$ cat src/rtl/video_pkg.sv
// Shared types and sizing helpers for the video raster timing block.
package video_pkg;

  typedef enum logic [1:0] {
    RGN_ACTIVE = 2'd0,
    RGN_FRONT  = 2'd1,
    RGN_SYNC   = 2'd2,
    RGN_BACK   = 2'd3
  } region_e;

  function automatic int axis_total(input int active, input int fp, input int sync, input int bp);
    return active + fp + sync + bp;
  endfunction

  function automatic int cnt_width(input int n);
    return (n <= 2) ? 1 : $clog2(n);
  endfunction

endpackage

$ cat src/rtl/video_axis_counter.sv
// One raster axis: free-running position counter plus region decode.
// Used once per axis; the vertical instance is enabled by the horizontal wrap.
module video_axis_counter
  import video_pkg::*;
#(
  parameter int ACTIVE = 4,
  parameter int FP     = 1,
  parameter int SYNC   = 2,
  parameter int BP     = 1,
  localparam int TOTAL = axis_total(ACTIVE, FP, SYNC, BP),
  localparam int W     = cnt_width(TOTAL)
) (
  input  logic         clk,
  input  logic         rst,
  input  logic         en,
  output logic [W-1:0] cnt,
  output region_e      region,
  output logic         wrap
);

  localparam logic [W-1:0] FP_START   = W'(ACTIVE);
  localparam logic [W-1:0] SYNC_START = W'(ACTIVE + FP);
  localparam logic [W-1:0] BP_START   = W'(ACTIVE + FP + SYNC);
  localparam logic [W-1:0] LAST       = W'(TOTAL - 1);

  logic [W-1:0] cnt_q, cnt_d;

  generate
    if (ACTIVE < 2 || FP < 1 || SYNC < 1 || BP < 1) begin : g_bad_params
      $error("video_axis_counter: ACTIVE must be >= 2 and FP/SYNC/BP >= 1");
    end
  endgenerate

  always_comb begin
    wrap = en && (cnt_q == LAST);
    if (!en) begin
      cnt_d = cnt_q;
    end else if (wrap) begin
      cnt_d = '0;
    end else begin
      cnt_d = cnt_q + W'(1);
    end
  end

  always_comb begin
    if (cnt_q < FP_START) begin
      region = RGN_ACTIVE;
    end else if (cnt_q < SYNC_START) begin
      region = RGN_FRONT;
    end else if (cnt_q < BP_START) begin
      region = RGN_SYNC;
    end else begin
      region = RGN_BACK;
    end
  end

  always_ff @(posedge clk) begin
    if (rst) begin
      cnt_q <= '0;
    end else begin
      cnt_q <= cnt_d;
    end
  end

  assign cnt = cnt_q;

endmodule

$ cat src/rtl/video_timing_ctrl.sv
// Raster timing generator: registered x/y/de/sync/frame strobes from h/v counters.
// Optional macro VIDEO_TIMING_BTN_LATCH_EN latches the button once per frame.
module video_timing_ctrl
  import video_pkg::*;
#(
  parameter int HOR_ACTIVE_PIXELS = 640,
  parameter int HOR_FRONT_PORCH   = 16,
  parameter int HOR_SYNC          = 96,
  parameter int HOR_BACK_PORCH    = 48,
  parameter int VER_ACTIVE_PIXELS = 480,
  parameter int VER_FRONT_PORCH   = 10,
  parameter int VER_SYNC          = 2,
  parameter int VER_BACK_PORCH    = 33,
  parameter int HSYNC_POL         = 0,
  parameter int VSYNC_POL         = 0,
  localparam int XW = $clog2(HOR_ACTIVE_PIXELS),
  localparam int YW = $clog2(VER_ACTIVE_PIXELS)
) (
  input  logic          clk,
  input  logic          rst,
  input  logic          btn,
  output logic [XW-1:0] x,
  output logic [YW-1:0] y,
  output logic          de,
  output logic          hsync,
  output logic          vsync,
  output logic          frame_start,
  output logic          btn_frame,
  output logic [7:0]    frame_cnt
);

  localparam int H_TOTAL = axis_total(HOR_ACTIVE_PIXELS, HOR_FRONT_PORCH, HOR_SYNC, HOR_BACK_PORCH);
  localparam int V_TOTAL = axis_total(VER_ACTIVE_PIXELS, VER_FRONT_PORCH, VER_SYNC, VER_BACK_PORCH);
  localparam int HW      = cnt_width(H_TOTAL);
  localparam int VW      = cnt_width(V_TOTAL);
  localparam logic HS_ACT = (HSYNC_POL != 0) ? 1'b1 : 1'b0;
  localparam logic VS_ACT = (VSYNC_POL != 0) ? 1'b1 : 1'b0;

  logic [HW-1:0] h_cnt;
  logic [VW-1:0] v_cnt;
  region_e       h_region, v_region;
  logic          h_wrap, v_wrap;

  video_axis_counter #(
    .ACTIVE(HOR_ACTIVE_PIXELS), .FP(HOR_FRONT_PORCH), .SYNC(HOR_SYNC), .BP(HOR_BACK_PORCH)
  ) u_h_axis (
    .clk(clk), .rst(rst), .en(1'b1), .cnt(h_cnt), .region(h_region), .wrap(h_wrap)
  );

  video_axis_counter #(
    .ACTIVE(VER_ACTIVE_PIXELS), .FP(VER_FRONT_PORCH), .SYNC(VER_SYNC), .BP(VER_BACK_PORCH)
  ) u_v_axis (
    .clk(clk), .rst(rst), .en(h_wrap), .cnt(v_cnt), .region(v_region), .wrap(v_wrap)
  );

  // Counters only reach (0,0) through reset or a joint line/frame wrap.
  logic at_origin_q, at_origin_d;
  logic first_frame_q, first_frame_d;
  logic btn_meta_q, btn_s_q;

  logic [XW-1:0] x_q, x_d;
  logic [YW-1:0] y_q, y_d;
  logic          de_q, de_d;
  logic          hsync_q, hsync_d;
  logic          vsync_q, vsync_d;
  logic          fs_q, fs_d;
  logic [7:0]    frame_cnt_q, frame_cnt_d;

  always_comb begin
    at_origin_d   = h_wrap && v_wrap;
    x_d           = (h_region == RGN_ACTIVE) ? XW'(h_cnt) : '0;
    y_d           = (v_region == RGN_ACTIVE) ? YW'(v_cnt) : '0;
    de_d          = (h_region == RGN_ACTIVE) && (v_region == RGN_ACTIVE);
    hsync_d       = (h_region == RGN_SYNC) ? HS_ACT : ~HS_ACT;
    vsync_d       = (v_region == RGN_SYNC) ? VS_ACT : ~VS_ACT;
    fs_d          = at_origin_q;
    first_frame_d = at_origin_q ? 1'b0 : first_frame_q;
    if (at_origin_q && !first_frame_q) begin
      frame_cnt_d = frame_cnt_q + 8'd1;
    end else begin
      frame_cnt_d = frame_cnt_q;
    end
  end

  always_ff @(posedge clk) begin
    if (rst) begin
      at_origin_q   <= 1'b1;
      first_frame_q <= 1'b1;
      btn_meta_q    <= 1'b0;
      btn_s_q       <= 1'b0;
      x_q           <= '0;
      y_q           <= '0;
      de_q          <= 1'b0;
      hsync_q       <= ~HS_ACT;
      vsync_q       <= ~VS_ACT;
      fs_q          <= 1'b0;
      frame_cnt_q   <= 8'd0;
    end else begin
      at_origin_q   <= at_origin_d;
      first_frame_q <= first_frame_d;
      btn_meta_q    <= btn;
      btn_s_q       <= btn_meta_q;
      x_q           <= x_d;
      y_q           <= y_d;
      de_q          <= de_d;
      hsync_q       <= hsync_d;
      vsync_q       <= vsync_d;
      fs_q          <= fs_d;
      frame_cnt_q   <= frame_cnt_d;
    end
  end

`ifdef VIDEO_TIMING_BTN_LATCH_EN
  logic btn_frame_q, btn_frame_d;

  always_comb begin
    btn_frame_d = at_origin_q ? btn_s_q : btn_frame_q;
  end

  always_ff @(posedge clk) begin
    if (rst) begin
      btn_frame_q <= 1'b0;
    end else begin
      btn_frame_q <= btn_frame_d;
    end
  end

  assign btn_frame = btn_frame_q;
`else
  assign btn_frame = btn_s_q;
`endif

  assign x           = x_q;
  assign y           = y_q;
  assign de          = de_q;
  assign hsync       = hsync_q;
  assign vsync       = vsync_q;
  assign frame_start = fs_q;
  assign frame_cnt   = frame_cnt_q;

endmodule
$ cat config.mk
export PLATFORM = sky130hd
export DESIGN_NAME = video_timing_ctrl
export DESIGN_NICKNAME = d
export VERILOG_FILES = /design/src/rtl/video_pkg.sv /design/src/rtl/video_axis_counter.sv /design/src/rtl/video_timing_ctrl.sv
export SDC_FILE = /design/constraint.sdc
export NUM_CORES = 1
export LEC_CHECK = 0
export BUFFER_PORTS_ARGS = -buffer_cell sky130_fd_sc_hd__buf_2
export CELL_PAD_IN_SITES_DETAIL_PLACEMENT = 1
export CELL_PAD_IN_SITES_GLOBAL_PLACEMENT = 1
export CORE_MARGIN = 2
export CORE_UTILIZATION = 35
export CTS_CLUSTER_SIZE = 30
export DETAILED_ROUTE_END_ITERATION = 6
export PLACE_DENSITY_LB_ADDON = 0.1
export SYNTH_ARGS = -nofsm -noshare
export SYNTH_HDL_FRONTEND = slang
export SYNTH_SLANG_ARGS = --single-unit
$ cat constraint.sdc
create_clock -name clk -period 2.35 [get_ports clk]
set_clock_uncertainty 0.2 [all_clocks]
set_input_delay 0.47 -clock clk [delete_from_list [all_inputs] [get_ports clk]]
set_output_delay 0.47 -clock clk [all_outputs]
set_load 0.05 [all_outputs]
==> summary.md, run 1 <==
| Metric | Value |
|---|---|
| Hold crit path type | in2reg |
| ANT nets after route | 0 |
| Setup crit start kind | flip-flop |
| Worst Slack Setup Final | 0.152 ns |
| Leak pwr | 1.03 nW |
| Most common cell after layout, fill and taps aside | dfxtp_1 |
| Htree depth | 2 |
| Pre-antenna DRT Iters | 4 |
| Combinational Power Share | 0.045 |
| Crit path DAT | 2.25 ns |
| Wire per inst | 13.5 um |
| Post-CTS Setup Bufs | 0 |
| Switching power | 0.000363 W |
| Required time worst endpoint | 2.40 ns |
| # DRC | 0 |
| Pwr Density | 704 nW/um^2 |
| RSZ-0062 raised after global routing | no |
| Fin crit share | 0.935 |
| Longest Clk Path Bufs | 2 |
| Vias per Instance | 4.81 |
| Library cells used by synthesis | 34 |
| WS Path Type | reg2reg |
| Switching portion of total power | 0.206 |
| Worst-path maximum fanout | 5 |
| CTS root buf | clkbuf_8 |
| Detailed Route WL | 4450 um |
| Max_cap viols | 0 |
| Reg2Reg Depth | 5 |
| Vias | 1581 |
| Worst R2R Start | u_h_axis.cnt[0] |
| Syn Area/Cell | 9.65 sq um |
| Worst hold start | btn |
| Cell Area, Synth | 2050 sq um |
| Post-synthesis sequential area ratio | 0.536 |
| Core Util, Final | 0.447 |
| Remaining global-route overflow | 0 |
| Seq pwr share | 0.543 |
| Setup TNS | 0 ns |
| Post-CTS sizing | 0 |
| Post-synthesis cell count | 213 |
| Synthesis Warnings | 0 |
| Async S/R FF share, synth | 0 |
| Diodes inserted | 0 |
| Pins Over Slew Limit | 0 |
| Initial antenna violation count | 0 |
| Max Freq | 455 MHz |
| Worst-Skew Late Latency | 0.31 ns |
| Core area | 5570 sq um |
| Largest net degree at the start of global routing | 30 |
| Num Clock Sinks | 55 |
| Final Wtd Congestion | 0.722 |
| Max-slew headroom | 0.621 |
| Placed cell area | 2350 sq um |
| Vias in the first global route | 1553 |
| Hold endpoint | btn_meta_q |
| Post-route cell area | 2490 sq um |
| Die X-Extent | 80.6 um |
| Worst flop-to-flop path endpoint | u_v_axis.cnt[8] |
| Synthesized Nets | 220 |
| # IOs | 35 |
| R2r setup slk | 0.15 ns |
| Clk pwr share | 0.412 |
| Clock slew at reported path FFs | 0.10 ns |
| Worst Setup End Kind | flip-flop |
| Hold Fails Final Rpt | 0 |
| TritonCTS clock tree | done |
| Primary FF master, synth | dfxtp_1 |
| Worst-margin pin slew | 0.568 ns |
| Worst VDD drop | 0.000367 V |
| Total power | 0.00176 W |
| CTS Hold Bufs | 0 |
| Global-route wire length before repair | 7420 um |
| Worst hold stages | 2 |
| Starting Density | 0.369 |
| EDFF count, synth | 0 |
| Final nets | 263 |
| Num rows | 27 |
| Syn-to-layout area delta | 21.4% |
| Iter 0 DRT Violations | 39 |
| # setup viols final | 0 |
| Register bit count reported by yosys | 55 |
| Tot GR Track Use | 0.148 |
| Fin crit period | 2.20 ns |
| Commonest cells after routing, fill and taps aside | 55 x dfxtp_1, 34 x buf_2, 27 x nor2_1, 15 x and2_1, 13 x buf_4 |
| Internal power | 0.00139 W |
| I/O Buffers | 34 |
| Hpwl dp | 3150 um |
| Share of cells above drive strength 1 | 0.230 |
| Outcome | completed |
| Die area | 6500 sq um |
| Pre-CTS setup slack | 0.119 ns |
| Die height | 80.6 um |
| Inserted Clock Buffers | 5 |
[synth_stat cells (all sizes together) (2+ instances only)]
| library cell | instances | share of area |
|---|---|---|
| nor4 | 8 | 0.024 |
| clkbuf | 7 | 0.013 |
| xnor2 | 8 | 0.034 |
| buf | 4 | 0.012 |
| and2 | 15 | 0.046 |
| nor3 | 5 | 0.012 |
| nand3 | 9 | 0.022 |
| inv | 7 | 0.013 |
| o31ai | 2 | 0.0073 |
| nand4 | 12 | 0.037 |
| dfxtp | 55 | 0.54 |
| and3 | 2 | 0.0061 |
| nor2 | 27 | 0.049 |
| o21ai | 2 | 0.0049 |
| or4 | 5 | 0.022 |
| ha | 4 | 0.024 |
| a21oi | 4 | 0.0097 |
| or3 | 4 | 0.012 |
| xor2 | 12 | 0.051 |
| nand2 | 9 | 0.016 |
| nor2b | 3 | 0.0091 |
[metal layers]
metal | global-route usage | vias up | part of all wire
met5 | 0 | - | 0
met4 | 0.0475 | 0 | 0.012
met2 | 0.241 | 31 | 0.46
li1 | - | 811 | -
met1 | 0.190 | 733 | 0.49
met3 | 0.0382 | 6 | 0.043
[critical path, stage by stage, from the launching register on]
cell and delay, ns:
dfxtp_1 0.40, ha_1 0.25, nand4_1 0.18, or4_4 0.57, or4_1 0.41, a21oi_1 0.14
[cell type report]
class,instances,area [sq um]
well taps,72,90.1
clock buffers,6,72.6
clock inverters,2,60.1
flip-flops and latches,55,1100
multi-input cells,140,876
repair buffers,47,268
inverters,7,26.3
fillers,662,3080
[flip-flops by register name, summed over array words and instances (netlist names)]
register,count
y,9
x,10
btn_frame,1
frame_start,1
first_frame_q,1
u_v_axis.cnt,10
hsync,1
u_h_axis.cnt,10
vsync,1
frame_cnt,8
btn_meta_q,1
at_origin_q,1
de,1
[worst max-delay path by stage]
| stage | start | endpoint | cells after the start |
|---|---|---|---|
| 2_1_floorplan | u_h_axis.cnt[5] | u_v_axis.cnt[8] | 6 |
| 3_3_place_gp | u_h_axis.cnt[0] | u_v_axis.cnt[8] | 5 |
| 3_5_place_dp | u_h_axis.cnt[0] | u_v_axis.cnt[8] | 5 |
| 4_1_cts | u_h_axis.cnt[0] | u_v_axis.cnt[8] | 5 |
| 5_1_grt | u_h_axis.cnt[0] | u_v_axis.cnt[8] | 5 |
| 6_report | u_h_axis.cnt[0] | u_v_axis.cnt[8] | 5 |
[per-stage QoR]
stage,cells,hold WS [ns]
final,329,0.193
after global routing,329,0.194
after CTS,328,0.192
after detailed placement,320,0.235
after global placement,320,0.237
after floorplan,213,0.214
[power by group through the flow]
stage	Combinational (W)	Clock, W	Sequential (W)
global placement	0.0000796	0	0.000976
global route	0.0000876	0.000785	0.000957
floorplan	0.0000318	0	0.00100
CTS	0.0000798	0.000743	0.000954
detailed placement	0.0000794	0	0.000976
finish	0.0000783	0.000724	0.000954
[kinds of logic (layout without fill, tap and decap cells)]
kind of cell             count (synthesis)  count (layout)  share of synthesized area
flip-flops                              55              55                      0.536
buffers and inverters                   18              62                     0.0378
multiplexers                             1               1                    0.00487
adder cells (fa/ha/maj)                  4               4                     0.0244
AND/OR/NAND/NOR                        104             104                      0.275
AO/OA/AOI/OAI                           11              11                     0.0372
XOR/XNOR                                20              20                     0.0853
(Power assumes the default switching activity.)
==> run 2: changes to the inputs <==
ABC_AREA = 1   (was default)
==> run 2 against run 1 <==
Total power down 11%. Non-clock buffer count down 12. Hold slack worse by 0.016 ns. Largest cell class unchanged. Largest power group unchanged.
==> summary.md, run 2 <==
| Metric | Value |
|---|---|
| Die X-Extent | 83.2 um (was 80.6 um) |
| Worst-path maximum fanout | 10 (was 5) |
| Library cells used by synthesis | 23 (was 34) |
| TritonCTS clock tree | done (unchanged) |
| Starting Density | 0.366 (was 0.369) |
| Max-slew headroom | 0.739 (was 0.621) |
| Cell Area, Synth | 2190 sq um (was 2050 sq um) |
| Most common cell after layout, fill and taps aside | nor2_1 (was dfxtp_1) |
| Hold crit path type | in2reg (unchanged) |
| Die area | 6920 sq um (was 6500 sq um) |
| Largest net degree at the start of global routing | 16 (was 30) |
| Post-synth top area cell | dfxtp_1 (unchanged) |
| Setup TNS | 0 ns (unchanged) |
| Pins Over Slew Limit | 0 (unchanged) |
| Iter 0 DRT Violations | 76 (was 39) |
| Global-route wire length before repair | 8500 um (was 7420 um) |
| Synthesized Nets | 304 (was 220) |
| Setup crit start kind | flip-flop (unchanged) |
| CP max-delay cell | dfxtp_1 (was or4_4) |
| Core area | 5990 sq um (was 5570 sq um) |
| RSZ-0062 raised after global routing | no (unchanged) |
| Fin crit share | 0.796 (was 0.935) |
| Hpwl dp | 3730 um (was 3150 um) |
| Post-CTS Setup Bufs | 0 (unchanged) |
| Pre-CTS setup slack | 0.492 ns (was 0.119 ns) |
| Leak pwr | 1.23 nW (was 1.03 nW) |
| Clock slew at reported path FFs | 0.09 ns (was 0.10 ns) |
| Worst VDD drop | 0.000278 V (was 0.000367 V) |
| Slowest stage delay, CP | 0.39 ns (was 0.57 ns) |
| Crit path from | u_h_axis.cnt[0] (unchanged) |
| Detailed Route WL | 4950 um (was 4450 um) |
| CTS root buf | clkbuf_8 (unchanged) |
| Vias per Instance | 4.54 (was 4.81) |
| EDFF count, synth | 0 (unchanged) |
| # setup viols final | 0 (unchanged) |
| Final nets | 344 (was 263) |
| Post-synthesis cell count | 297 (was 213) |
| Commonest cells after routing, fill and taps aside | 63 x nor2_1, 60 x nand2_1, 55 x dfxtp_1, 42 x inv_1, 34 x buf_2 (was 55 x dfxtp_1, 34 x buf_2, 27 x nor2_1, 15 x and2_1, 13 x buf_4) |
| Worst Setup End Kind | flip-flop (unchanged) |
| Area contributors post-synth | dfxtp_1 50%, nor2_1 11%, nand2_1 10% (was dfxtp_1 54%, xor2_1 5.1%, nor2_1 4.9%) |
| Async S/R FF share, synth | 0 (unchanged) |
| # IOs | 35 (unchanged) |
| Vias in the first global route | 1817 (was 1553) |
| Reg2Reg Depth | 8 (was 5) |
| Wire per inst | 12.0 um (was 13.5 um) |
| Htree depth | 2 (unchanged) |
| Pre-antenna DRT Iters | 4 (unchanged) |
| Total power | 0.00155 W (was 0.00176 W) |
| # DRC | 0 (unchanged) |
| Critical path depth in cells | 8 (was 5) |
| Outcome | completed (unchanged) |
| Syn Area/Cell | 7.39 sq um (was 9.65 sq um) |
| Internal power | 0.00120 W (was 0.00139 W) |
| Post-CTS sizing | 0 (unchanged) |
| Yosys top cell area share | 0.502 (was 0.536) |
| Switching portion of total power | 0.231 (was 0.206) |
| Synthesis Warnings | 0 (unchanged) |
| Worst R2R Start | u_h_axis.cnt[0] (unchanged) |
| Top delay family on crit path | simple AND/OR/NAND/NOR gates (unchanged) |
| Worst flop-to-flop path endpoint | u_v_axis.cnt[7] (was u_v_axis.cnt[8]) |
| Placed cell area | 2450 sq um (was 2350 sq um) |
| Worst-path cell chain | ha_1 -> nand2_2 -> nor2_2 -> nand3_1 -> nand2_2 -> nand2_4 -> nand2_1 -> nor2_1 (was ha_1 -> nand4_1 -> or4_4 -> or4_1 -> a21oi_1) |
| Inserted Clock Buffers | 5 (unchanged) |
| CP dominant cell by count | nand2_2 |
| Post-route cell area | 2540 sq um (was 2490 sq um) |
| Worst-margin pin slew | 0.390 ns (was 0.568 ns) |
| Filler cell count | 781 (was 662) |
| Crit path buf inv count | 0 (unchanged) |
| I/O Buffers | 34 (unchanged) |
| Die height | 83.2 um (was 80.6 um) |
| Required time worst endpoint | 2.36 ns (was 2.40 ns) |
| Final Wtd Congestion | 0.783 (was 0.722) |
| Initial antenna violation count | 0 (unchanged) |
| Worst-Skew Late Latency | 0.30 ns (was 0.31 ns) |
| Worst Slack Setup Final | 0.480 ns (was 0.152 ns) |
| Clk pwr share | 0.338 (was 0.412) |
| Remaining global-route overflow | 0 (unchanged) |
| Combinational Power Share | 0.049 (was 0.045) |
| Vias | 1869 (was 1581) |
| Num Clock Sinks | 55 (unchanged) |
| R2r setup slk | 0.48 ns (was 0.15 ns) |
| Worst setup path endpoint | u_v_axis.cnt[7] (was u_v_axis.cnt[8]) |
| Fin crit period | 1.87 ns (was 2.20 ns) |
| Max_cap viols | 0 (unchanged) |
| Syn-to-layout area delta | 15.7% (was 21.4%) |
| Switching power | 0.000359 W (was 0.000363 W) |
| Most common cell in the netlist | nor2_1 (was dfxtp_1) |
| Max Freq | 535 MHz (was 455 MHz) |
| Top cells by count, synth | 63 x nor2_1, 60 x nand2_1, 55 x dfxtp_1 (was 55 x dfxtp_1, 27 x nor2_1, 15 x and2_1) |
| ANT nets after route | 0 (unchanged) |
| CTS Hold Bufs | 0 (unchanged) |
| Share of cells above drive strength 1 | 0.172 (was 0.230) |
| Hold Fails Final Rpt | 0 (unchanged) |
| Post-synthesis sequential area ratio | 0.502 (was 0.536) |
| Longest Clk Path Bufs | 2 (unchanged) |
| Pwr Density | 613 nW/um^2 (was 704 nW/um^2) |
| Crit path DAT | 1.88 ns (was 2.25 ns) |
| Register bit count reported by yosys | 55 (unchanged) |
| Seq pwr share | 0.613 (was 0.543) |
| Num rows | 28 (was 27) |
| Primary FF master, synth | dfxtp_1 (unchanged) |
| WS Path Type | reg2reg (unchanged) |
| Diodes inserted | 0 (unchanged) |
| Tot GR Track Use | 0.150 (was 0.148) |
[run 2: cell count changes in the layout (fill, tap and decap cells not counted), moves of 8 or more]
cell     change
inv_1       +35
buf_4       -12
nor2_1      +36
nor4_1       -8
nand3_1     +14
and2_1      -15
xor2_1       -9
nand2_1     +51
xnor2_1      -8
[run 2: kinds of logic after synthesis]
| kind of cell | Yosys count | share of synthesized area |
|---|---|---|
| flops | 55 | 0.502 |
| xor+xnor | 3 | 0.0120 |
| fa+ha+maj | 4 | 0.0228 |
| simple gates | 167 | 0.330 |
| compound gates | 17 | 0.0416 |
| buf+inv | 51 | 0.0918 |
[run 2: per-stage QoR]
| step | std cells | utilization | hold slack [ns] |
|---|---|---|---|
| finish | 412 | 0.424 | 0.178 |
| detailed placement | 405 | 0.409 | 0.199 |
| floorplan | 297 | - | 0.188 |
| CTS | 412 | 0.424 | 0.173 |
| global placement | 405 | 0.409 | 0.195 |
| global route | 412 | 0.424 | 0.211 |
[run 2: metal layers]
layer / global-route usage / vias up / part of all wire / wire length, um
li1: - / 986 / - / -
met1: 0.199 / 851 / 0.50 / 2470
met2: 0.243 / 27 / 0.45 / 2240
met3: 0.0368 / 5 / 0.036 / 179
met4: 0.0447 / 0 / 0.012 / 61
met5: 0 / - / 0 / 0
[run 2: worst register-to-register path: stages (launching register included)]
cell	delay, ns
dfxtp_1	0.39
ha_1	0.20
nand2_2	0.12
nor2_2	0.17
nand3_1	0.17
nand2_2	0.24
nand2_4	0.14
nand2_1	0.09
nor2_1	0.04
[run 2: layout make-up]
cell class,instances,area (sq um),share of cell area
clock inverter,1,5.00,0.00197
tap,75,93.8,0.0370
multi-input combinational,191,891,0.351
clock buffer,6,82.6,0.0325
inverter,49,186,0.0735
timing repair buffer,35,178,0.0700
sequential,55,1100,0.434
[run 2: worst min path at each step]
| stage | start | end | slack (ns) | cells past startpoint |
|---|---|---|---|---|
| after floorplan | btn_meta_q | btn_frame | 0.19 | 2 |
| after global placement | btn_meta_q | btn_frame | 0.20 | 2 |
| after detailed placement | btn_meta_q | btn_frame | 0.20 | 2 |
| after CTS | btn | btn_meta_q | 0.17 | 3 |
| after global routing | btn | btn_meta_q | 0.21 | 3 |
| final | btn | btn_meta_q | 0.18 | 3 |
[run 2: power by group through the flow]
stage	Clock, W	Combinational, W	Sequential (W)
after global routing	0.000588	0.0000861	0.000955
final	0.000526	0.0000765	0.000953
after detailed placement	0	0.0000784	0.000975
after CTS	0.000551	0.0000785	0.000953
after global placement	0	0.0000773	0.000974
after floorplan	0	0.0000342	0.000995
==> run 3: changes to the inputs <==
ABC_AREA = 0   (was 1)
clock period = 1.9 ns   (was 2.35 ns; I/O delays follow)
==> run 3 against run 2 <==
The run now ends with setup timing left. Total power increased by 25%. Global-route usage is 1.3 points higher. Combinational power up 56%. Hold slack lost 0.081 ns. First-iteration DRC count down 34%. Setup slack lost 0.60 ns. Final area up 7.9%. Fmax down 7.4%. Clock power grew 23%. Non-clock buffer count increased by 40. Critical path type unchanged. Highest routed layer unchanged.
==> summary.md, run 3 (same netlist as run 1, synthesis figures left out) <==
| Metric | Value |
|---|---|
| Outcome | finished with violations (was completed) |
| Failing checks | setup timing |
| Post-route cell area | 2740 sq um (was 2540 sq um) |
| Leak pwr | 1.15 nW (was 1.23 nW) |
| Htree depth | 2 (unchanged) |
| # setup viols final | 8 (was 0) |
| TritonCTS clock tree | done (unchanged) |
| Largest net degree at the start of global routing | 30 (was 16) |
| Iter 0 DRT Violations | 50 (was 76) |
| CTS root buf | clkbuf_8 (unchanged) |
| Met1 Wirelength | 2350 um (was 2470 um) |
| Max-slew headroom | 0.674 (was 0.739) |
| Filler cell count | 674 (was 781) |
| Detailed Route WL | 4840 um (was 4950 um) |
| RSZ-0062 raised after global routing | yes (was no) |
| Die height | 80.6 um (was 83.2 um) |
| Pre-antenna DRT Iters | 4 (unchanged) |
| ANT nets after route | 0 (unchanged) |
| Crit path DAT | 2.07 ns (was 1.88 ns) |
| Required time worst endpoint | 1.95 ns (was 2.36 ns) |
| Global-route wire length before repair | 8130 um (was 8500 um) |
| Inserted Clock Buffers | 5 (unchanged) |
| Max_cap viols | 0 (unchanged) |
| I/O Buffers | 34 (unchanged) |
| Starting Density | 0.369 (was 0.366) |
| Vias | 1735 (was 1869) |
| Num Clock Sinks | 55 (unchanged) |
| Total power | 0.00195 W (was 0.00155 W) |
| Switching power | 0.000475 W (was 0.000359 W) |
| Switching portion of total power | 0.244 (was 0.231) |
| Hpwl dp | 3650 um (was 3730 um) |
| Worst-margin pin slew | 0.486 ns (was 0.390 ns) |
| Share of cells above drive strength 1 | 0.365 (was 0.172) |
| Die X-Extent | 80.6 um (was 83.2 um) |
| Vias in the first global route | 1708 (was 1817) |
| Diodes inserted | 0 (unchanged) |
| Wire per inst | 13.6 um (was 12.0 um) |
| Setup crit start kind | flip-flop (unchanged) |
| Worst-path maximum fanout | 3 (was 10) |
| Pins Over Slew Limit | 0 (unchanged) |
| Clk pwr share | 0.332 (was 0.338) |
| Initial antenna violation count | 0 (unchanged) |
| # IOs | 35 (unchanged) |
| Hold Fails Final Rpt | 0 (unchanged) |
| Highest metal used | met4 (unchanged) |
| Most common cell after layout, fill and taps aside | dfxtp_1 (was nor2_1) |
| Tot GR Track Use | 0.163 (was 0.150) |
| Commonest cells after routing, fill and taps aside | 50 x dfxtp_1, 40 x buf_4, 34 x buf_2, 27 x nor2_1, 15 x and2_1 (was 63 x nor2_1, 60 x nand2_1, 55 x dfxtp_1, 42 x inv_1, 34 x buf_2) |
| Met3 WL | 212 um (was 179 um) |
| Final Wtd Congestion | 0.804 (was 0.783) |
| Worst Slack Setup Final | -0.119 ns (was 0.480 ns) |
| Hold crit path type | in2reg (unchanged) |
| # DRC | 0 (unchanged) |
| Worst-Skew Late Latency | 0.31 ns (was 0.30 ns) |
| Syn-to-layout area delta | 33.3% (was 15.7%) |
| Longest Clk Path Bufs | 2 (unchanged) |
| Worst VDD drop | 0.000279 V (was 0.000278 V) |
| WS Path Type | reg2reg (unchanged) |
| Remaining global-route overflow | 0 (unchanged) |
| Combinational Power Share | 0.061 (was 0.049) |
| Fin crit period | 2.02 ns (was 1.87 ns) |
| Worst Setup End Kind | flip-flop (unchanged) |
| Seq pwr share | 0.607 (was 0.613) |
| Die area | 6500 sq um (was 6920 sq um) |
| Max Freq | 495 MHz (was 535 MHz) |
| Vias per Instance | 4.86 (was 4.54) |
| Final nets | 291 (was 344) |
| Fin crit share | 1.06 (was 0.796) |
| Placed cell area | 2540 sq um (was 2450 sq um) |
| Routed met2 length | 2220 um (was 2240 um) |
| CTS Hold Bufs | 0 (unchanged) |
| Pwr Density | 711 nW/um^2 (was 613 nW/um^2) |
| Num rows | 27 (was 28) |
| Core area | 5570 sq um (was 5990 sq um) |
| Clock slew at reported path FFs | 0.10 ns (was 0.09 ns) |
| Internal power | 0.00147 W (was 0.00120 W) |
run 3: changes by cell type in the layout (fill, tap and decap cells not counted), sizes merged, moves of 4 or more:
cell / change
or4: +5
nand3: -14
and2: +15
xor2: +9
buf: +40
nor4: +8
nor2: -41
nand4: +7
xnor2: +8
nand2: -55
or3: +4
inv: -42
a21oi: -6
run 3: through the flow:
stage / setup WS (ns) / cells / hold slack [ns] / setup TNS, ns / util
after floorplan: -0.279 / 213 / 0.214 / -1.60 / -
after global placement: -0.103 / 344 / 0.232 / -0.560 / 0.455
after detailed placement: -0.162 / 344 / 0.246 / -1.21 / 0.455
after CTS: -0.142 / 356 / 0.0952 / -0.586 / 0.485
after global routing: -0.185 / 357 / 0.119 / -0.969 / 0.491
final: -0.119 / 357 / 0.0961 / -0.500 / 0.491
run 3: per-layer routing:
metal,vias to the layer above,GRT usage
met5,-,0
met4,0,0.0508
met3,7,0.0382
met2,30,0.268
met1,829,0.211
li1,869,-
run 3: what timing repair did:
action	CTS	global route
setup buffers	4	1
pin swaps	6	5
endpoints found under the setup margin	9	16
gates cloned	0	0
resized for setup	10	8
run 3: worst paths after layout:
check / cells after the start / to / start / slack (ns)
setup / recovery: 5 / u_v_axis.cnt[8] / u_h_axis.cnt[0] / -0.12
setup reg to reg: 5 / u_v_axis.cnt[8] / u_h_axis.cnt[0] / -0.12
hold / removal: 2 / btn_meta_q / btn / 0.1
hold reg to reg: 1 / btn_frame / btn_meta_q / 0.26
run 3: layout make-up:
type                    count  area, sq um  area share
repair buffers             75          482       0.176
flip-flops and latches     55         1110       0.404
well taps                  72         90.1      0.0329
multi-input cells         140          945       0.345
clock inverters             3         20.0     0.00731
clock buffers               5         68.8      0.0251
inverters                   7         26.3     0.00959
run 3: power groups by stage:
| stage | clock (W) | combinational [W] | sequential (W) |
|---|---|---|---|
| 2_1_floorplan | 0 | 0.0000397 | 0.00124 |
| 3_3_place_gp | 0 | 0.000111 | 0.00121 |
| 3_5_place_dp | 0 | 0.000112 | 0.00121 |
| 4_1_cts | 0.000676 | 0.000119 | 0.00118 |
| 5_1_grt | 0.000723 | 0.000132 | 0.00118 |
| 6_report | 0.000647 | 0.000119 | 0.00118 |
run 3: worst max-delay path, cell delays in order (launching register included):
cell and delay, ns:
dfxtp_2 0.37, ha_4 0.14, nand4_1 0.14, or4_4 0.57, or4_1 0.41, a21oi_1 0.13
